--- config.mk ---
export PLATFORM = sky130hd
export DESIGN_NAME = execute_stage
export DESIGN_NICKNAME = d
export VERILOG_FILES = /design/src/rtl/execute_stage_pkg.sv /design/src/rtl/execute_stage_alu_unit.sv /design/src/rtl/execute_stage.sv
export SDC_FILE = /design/constraint.sdc
export NUM_CORES = 1
export LEC_CHECK = 0
export CORE_MARGIN = 2
export CORE_UTILIZATION = 51
export CTS_BUF_LIST = sky130_fd_sc_hd__clkbuf_16
export CTS_CLUSTER_SIZE = 20
export DETAILED_ROUTE_END_ITERATION = 8
export MAX_ROUTING_LAYER = met4
export PLACE_DENSITY = 0.84
export SYNTH_ARGS = -nofsm -noshare
export SYNTH_HDL_FRONTEND = slang
export SYNTH_SLANG_ARGS = --single-unit
--- constraint.sdc ---
create_clock -name clk -period 5.8 [get_ports clk]
set_clock_uncertainty 0.1 [all_clocks]
set_input_delay 1.16 -clock clk [delete_from_list [all_inputs] [get_ports clk]]
set_output_delay 1.16 -clock clk [all_outputs]
set_load 0.05 [all_outputs]
--- src/rtl/execute_stage_pkg.sv ---
// rtl/execute_stage_pkg.sv - shared ALU encodings and ALU-control decode for the EX stage
// Optional feature macro: EXECUTE_NOR_EN (adds funct 0x27 NOR decode).
package execute_stage_pkg;

  localparam int unsigned DATA_W = 32;
  localparam int unsigned REG_W  = 5;

  localparam logic [1:0] ALUOP_ADD   = 2'b00;
  localparam logic [1:0] ALUOP_SUB   = 2'b01;
  localparam logic [1:0] ALUOP_FUNCT = 2'b10;
  localparam logic [1:0] ALUOP_ADD2  = 2'b11;

  localparam logic [5:0] FUNCT_ADD = 6'h20;
  localparam logic [5:0] FUNCT_SUB = 6'h22;
  localparam logic [5:0] FUNCT_AND = 6'h24;
  localparam logic [5:0] FUNCT_OR  = 6'h25;
  localparam logic [5:0] FUNCT_NOR = 6'h27;
  localparam logic [5:0] FUNCT_SLT = 6'h2A;

  typedef enum logic [3:0] {
    ALU_SEL_ADD  = 4'h0,
    ALU_SEL_SUB  = 4'h1,
    ALU_SEL_AND  = 4'h2,
    ALU_SEL_OR   = 4'h3,
    ALU_SEL_SLT  = 4'h4,
    ALU_SEL_NOR  = 4'h5,
    ALU_SEL_NONE = 4'hF
  } alu_sel_e;

  // Unsupported funct codes map to ALU_SEL_NONE, which forces a zero result.
  function automatic alu_sel_e alu_decode(input logic [1:0] aluop, input logic [5:0] funct);
    alu_sel_e sel;
    sel = ALU_SEL_ADD;
    case (aluop)
      ALUOP_ADD, ALUOP_ADD2: sel = ALU_SEL_ADD;
      ALUOP_SUB:             sel = ALU_SEL_SUB;
      default: begin
        case (funct)
          FUNCT_ADD: sel = ALU_SEL_ADD;
          FUNCT_SUB: sel = ALU_SEL_SUB;
          FUNCT_AND: sel = ALU_SEL_AND;
          FUNCT_OR:  sel = ALU_SEL_OR;
          FUNCT_SLT: sel = ALU_SEL_SLT;
`ifdef EXECUTE_NOR_EN
          FUNCT_NOR: sel = ALU_SEL_NOR;
`endif
          default:   sel = ALU_SEL_NONE;
        endcase
      end
    endcase
    return sel;
  endfunction

endpackage

--- src/rtl/execute_stage_alu_unit.sv ---
// rtl/execute_stage_alu_unit.sv - combinational ALU control decode, 32-bit ALU and zero detect
// Optional feature macro: EXECUTE_NOR_EN (handled in the package decode).
module alu_unit
  import execute_stage_pkg::*;
(
  input  logic [1:0]        aluop_i,
  input  logic [5:0]        funct_i,
  input  logic [DATA_W-1:0] a_i,
  input  logic [DATA_W-1:0] b_i,
  output logic [DATA_W-1:0] result_o,
  output logic              zero_o
);

  alu_sel_e sel;
  logic     slt_bit;

  assign sel     = alu_decode(aluop_i, funct_i);
  assign slt_bit = ($signed(a_i) < $signed(b_i));

  always_comb begin
    result_o = '0;
    case (sel)
      ALU_SEL_ADD: result_o = a_i + b_i;
      ALU_SEL_SUB: result_o = a_i - b_i;
      ALU_SEL_AND: result_o = a_i & b_i;
      ALU_SEL_OR:  result_o = a_i | b_i;
      ALU_SEL_SLT: result_o = {{(DATA_W-1){1'b0}}, slt_bit};
      ALU_SEL_NOR: result_o = ~(a_i | b_i);
      default:     result_o = '0;
    endcase
  end

  assign zero_o = (result_o == '0);

endmodule

--- src/rtl/execute_stage.sv ---
// rtl/execute_stage.sv - MIPS EX stage: operand/dest muxes, branch adder, ALU and EX/MEM register
// Optional feature macro: EXECUTE_NOR_EN (funct 0x27 NOR support).
module execute_stage
  import execute_stage_pkg::*;
(
  input  logic              clk,
  input  logic              rst,
  input  logic [1:0]        wb_ctl,
  input  logic [2:0]        m_ctl,
  input  logic              regdst,
  input  logic              alusrc,
  input  logic [1:0]        aluop,
  input  logic [DATA_W-1:0] npcout,
  input  logic [DATA_W-1:0] rdata1,
  input  logic [DATA_W-1:0] rdata2,
  input  logic [DATA_W-1:0] s_extendout,
  input  logic [REG_W-1:0]  instrout_2016,
  input  logic [REG_W-1:0]  instrout_1511,
  output logic [1:0]        wb_ctlout,
  output logic              branch,
  output logic              memread,
  output logic              memwrite,
  output logic [DATA_W-1:0] EX_MEM_NPC,
  output logic              zero,
  output logic [DATA_W-1:0] alu_result,
  output logic [DATA_W-1:0] rdata2out,
  output logic [REG_W-1:0]  five_bit_muxout
);

  logic [DATA_W-1:0] alu_b;
  logic [DATA_W-1:0] alu_res;
  logic              alu_zero;

  logic [1:0]        wb_ctl_q,   wb_ctl_d;
  logic [2:0]        m_ctl_q,    m_ctl_d;
  logic [DATA_W-1:0] npc_q,      npc_d;
  logic              zero_q,     zero_d;
  logic [DATA_W-1:0] result_q,   result_d;
  logic [DATA_W-1:0] rdata2_q,   rdata2_d;
  logic [REG_W-1:0]  dest_q,     dest_d;

  assign alu_b = alusrc ? s_extendout : rdata2;

  alu_unit u_alu (
    .aluop_i  (aluop),
    .funct_i  (s_extendout[5:0]),
    .a_i      (rdata1),
    .b_i      (alu_b),
    .result_o (alu_res),
    .zero_o   (alu_zero)
  );

  // Word offset: the two top bits of the immediate fall off the shift.
  always_comb begin
    wb_ctl_d = wb_ctl;
    m_ctl_d  = m_ctl;
    npc_d    = npcout + {s_extendout[DATA_W-3:0], 2'b00};
    zero_d   = alu_zero;
    result_d = alu_res;
    rdata2_d = rdata2;
    dest_d   = regdst ? instrout_1511 : instrout_2016;
  end

  always_ff @(posedge clk) begin
    if (rst) begin
      wb_ctl_q <= '0;
      m_ctl_q  <= '0;
      npc_q    <= '0;
      zero_q   <= 1'b0;
      result_q <= '0;
      rdata2_q <= '0;
      dest_q   <= '0;
    end else begin
      wb_ctl_q <= wb_ctl_d;
      m_ctl_q  <= m_ctl_d;
      npc_q    <= npc_d;
      zero_q   <= zero_d;
      result_q <= result_d;
      rdata2_q <= rdata2_d;
      dest_q   <= dest_d;
    end
  end

  assign wb_ctlout       = wb_ctl_q;
  assign branch          = m_ctl_q[2];
  assign memread         = m_ctl_q[1];
  assign memwrite        = m_ctl_q[0];
  assign EX_MEM_NPC      = npc_q;
  assign zero            = zero_q;
  assign alu_result      = result_q;
  assign rdata2out       = rdata2_q;
  assign five_bit_muxout = dest_q;

endmodule

==> results.md <==
* Hold Crit Depth at 2
* Reg clk slew, reported paths at 80 ps
* TritonCTS clock tree: built
* Total core area at 19300 µm²
* Warnings, synthesis at 0
* Sequential Power Share at 27.1%
* CP max FO at 17
* Die outline area at 20600 µm²
* CTS buffer count at 9
* Req. time, crit path at around 6000 ps
* GRT met3 Usage at 6.46%
* Clock tree root driver cell: sky130_fd_sc_hd__clkbuf_16
* Nets at 1795
* Relative max-transition margin at 46.2%
* Total nets after synthesis at approximately 1600
* FFs w/ async S/R, synth at 0%
* Number of remaining DRC errors at 0
* H-tree levels at 3
* M2 GR Usage at 57.4%
* Count of cell types in the netlist at 82
* Vias at between 10000 and 15000
* Number of vias per cell at about 6.1
* Number of pins with negative max-slew slack in the final report at 0
* Final critical delay including setup and external delays at 5310 ps
* Relative area change from synthesis to final layout at 32.7%
* Number of setup violations in the final report at 0
* Count of flip-flops with a built-in enable after synthesis at 0
* Overall Power at 3.08 mW
* Maximum number of pins on one net before global-route repair at 61
* Crit. End Element: register
* Floorplan die height at ~140 µm
* Switching pwr at 1.29 mW
* Number of buffers inserted by hold repair at cts at 0
* Maximum clock frequency at 0.188 GHz
* Initial antenna violation count at 2
* Portion of the clock cycle consumed by the worst path in the final layout at approximately nine tenths
* Yosys reg bits at approximately 110
* Count of mapped cells out of synthesis at 1276
* Switching share of power at about two fifths
* Number of input and output port buffers inserted at ~260
* Total standard cell area after synthesis at 9930 µm²
* Share of the core filled with cells in the final layout at between 60% and 70%
* Worst hold margin at 1110 ps
* Pre-antenna DRT Iters at 6
* Fill cell total of the finished layout at ~1600
* Hold Path Class: in -> reg
* Clock group share of total power at 22.5%
* Number of buffers on the longest clock path at 2
* Worst EP arrival at 5520 ps
* Vias in the first global route at around 10000
* Worst slack, placed at 223 ps
* Final HPWL from detailed placement at ~29000 µm
* Worst Max-Slew Pin Slew at 807 ps
* Mean Syn Cell Area at 7.78 µm²
* Worst vdd rail ir drop at 0.134 mV
* Global-route wire length before repair at roughly 55000 µm
* Met1 track demand over resource in global routing at 44.1%
* Width of the chip at 144 µm
* DRT Wirelength at 36600 µm
* Setup repair after global routing missed its margin: no
* Internal power at about 1.8 mW
* Gate power share at approximately half
* CTS sink cnt at 107
* Area post-placement at ~13000 µm²
* Number of maximum-capacitance constraint violations at 0
* Status: complete, no violations
* Effective utilization at floorplan at 51.5%
* Starting DRT DRC Count at 937
* Filler-free cell count of the finished design at 1790
* Share of the yosys chip area belonging to registers at 21.6%
* Type of the setup path with the least slack: in -> reg
* Count of standard-cell rows at 51
* Fraction of final layout cells sized beyond drive strength 1 at 5.91%
* Worst Slack Setup Final at 494 ps
* GR Overflow Total at 0
* Startpoint class of the critical path: input port
* Number of setup buffers added after CTS at 0
* Routability congestion estimate at 1.04
* Count of nets left with antenna violations after detail routing at 0
* Post-synth top flop: sky130_fd_sc_hd__dfxtp_1
* LEAKAGE at 5.77 nW
* PwrDens at 233 nW/µm²
* Layer with the highest usage: met2
* Count of pins on the block boundary at 256
* Final Hold Fails at 0
* Post-cts repair resize count at 0
* DR WL/cell at 20.5 µm
* GRT Util Overall at 35.4%
* Final instance area at 13200 µm²
* Number of placed instances with taps included at 1771
* Total Neg Setup Slack at 0 ps
## cell families (layout without fill, tap and decap cells)
logic type	Yosys count	after routing	synth area share (%)
other cells	0	3	0
compound gates	382	382	26.6
xor+xnor	30	30	2.65
buf+inv	174	420	6.94
mux	44	44	4.43
fa+ha+maj	129	129	16.5
flops	107	107	21.6
simple gates	410	410	21.3
## placed cells by master (no fill, tap or decap), types with 44 or more instances in the layout
master / netlist / layout
sky130_fd_sc_hd__nor2_1: 133 / 133
sky130_fd_sc_hd__inv_1: 106 / 106
sky130_fd_sc_hd__ha_1: 126 / 126
sky130_fd_sc_hd__o21ai_0: 64 / 64
sky130_fd_sc_hd__dfxtp_1: 107 / 107
sky130_fd_sc_hd__mux2i_1: 44 / 44
sky130_fd_sc_hd__clkdlybuf4s50_1: 0 / 252
sky130_fd_sc_hd__nor2b_1: 64 / 64
sky130_fd_sc_hd__nand2_1: 56 / 56
sky130_fd_sc_hd__a21oi_1: 95 / 95
## critical path, stage by stage
cell	delay (ps)
sky130_fd_sc_hd__buf_2	420
sky130_fd_sc_hd__buf_4	250
sky130_fd_sc_hd__mux2i_1	430
sky130_fd_sc_hd__ha_1	410
sky130_fd_sc_hd__a21oi_1	390
sky130_fd_sc_hd__o311ai_1	200
sky130_fd_sc_hd__a41o_1	300
sky130_fd_sc_hd__or3b_1	390
sky130_fd_sc_hd__o221ai_2	160
sky130_fd_sc_hd__mux2i_1	100
sky130_fd_sc_hd__or4_1	530
sky130_fd_sc_hd__or3b_1	400
sky130_fd_sc_hd__nor4_2	160
sky130_fd_sc_hd__nand4_1	110
sky130_fd_sc_hd__nor2_1	90
## registers in the layout (all words and copies together) (netlist names)
register / flops
wb_ctlout: 2
alu_result: 32
five_bit_muxout: 5
rdata2out: 32
zero: 1
m_ctl_q: 3
EX_MEM_NPC: 32
## metal layers
metal / vias up / routed length, µm
met1: 5120 / 14600
met2: 657 / 16900
li1: 5071 / -
met4: 0 / 1360
met3: 98 / 3780
met5: - / 0
## power groups by stage
stage	sequential, mW	clock, mW	combinational (mW)
CTS	0.834	0.702	1.52
finish	0.834	0.692	1.55
global placement	0.849	0	1.49
global route	0.840	0.730	1.65
floorplan	1.12	0	0.718
detailed placement	0.851	0	1.51
## final timing paths
kind,start,endpoint
max,alusrc,zero
min,rst,EX_MEM_NPC[28]
## cell usage after synthesis, types with 8 or more instances
cell                       number  area, µm²
sky130_fd_sc_hd__a211oi_1      30        225
sky130_fd_sc_hd__a21o_1        28        210
sky130_fd_sc_hd__a21oi_1       95        475
sky130_fd_sc_hd__a221oi_1      11       96.3
sky130_fd_sc_hd__a31oi_1       15       93.8
sky130_fd_sc_hd__and2_1        20        125
sky130_fd_sc_hd__and3_1        13       81.3
sky130_fd_sc_hd__clkbuf_1      46        173
sky130_fd_sc_hd__dfxtp_1      107       2140
sky130_fd_sc_hd__ha_1         126       1580
sky130_fd_sc_hd__inv_1        106        398
sky130_fd_sc_hd__mux2i_1       44        440
sky130_fd_sc_hd__nand2_1       56        210
sky130_fd_sc_hd__nand2b_1      12       75.1
sky130_fd_sc_hd__nand3_1       25        125
sky130_fd_sc_hd__nand4_1       11       68.8
sky130_fd_sc_hd__nor2_1       133        499
sky130_fd_sc_hd__nor2b_1       64        400
sky130_fd_sc_hd__nor3_1        21        105
sky130_fd_sc_hd__nor4_1        18        113
sky130_fd_sc_hd__o211ai_1       9       67.6
sky130_fd_sc_hd__o21a_1        11       82.6
sky130_fd_sc_hd__o21ai_0       64        320
sky130_fd_sc_hd__o21bai_1      10       75.1
sky130_fd_sc_hd__o22ai_1        8       50.1
sky130_fd_sc_hd__o31ai_1        9       67.6
sky130_fd_sc_hd__or3_1          8       50.1
sky130_fd_sc_hd__xnor2_1       16        140
sky130_fd_sc_hd__xor2_1        14        123
## cell type report
cell class	count	area (µm²)	share of cell area [%]
clock inverters	7	113	0.854
clock buffers	9	225	1.71
inverters	108	405	3.08
flip-flops and latches	107	2140	16.3
multi-input cells	995	7110	53.9
well taps	265	332	2.52
diodes	3	7.51	0.0570
repair buffers	296	2850	21.6
(Power assumes the default switching activity.)
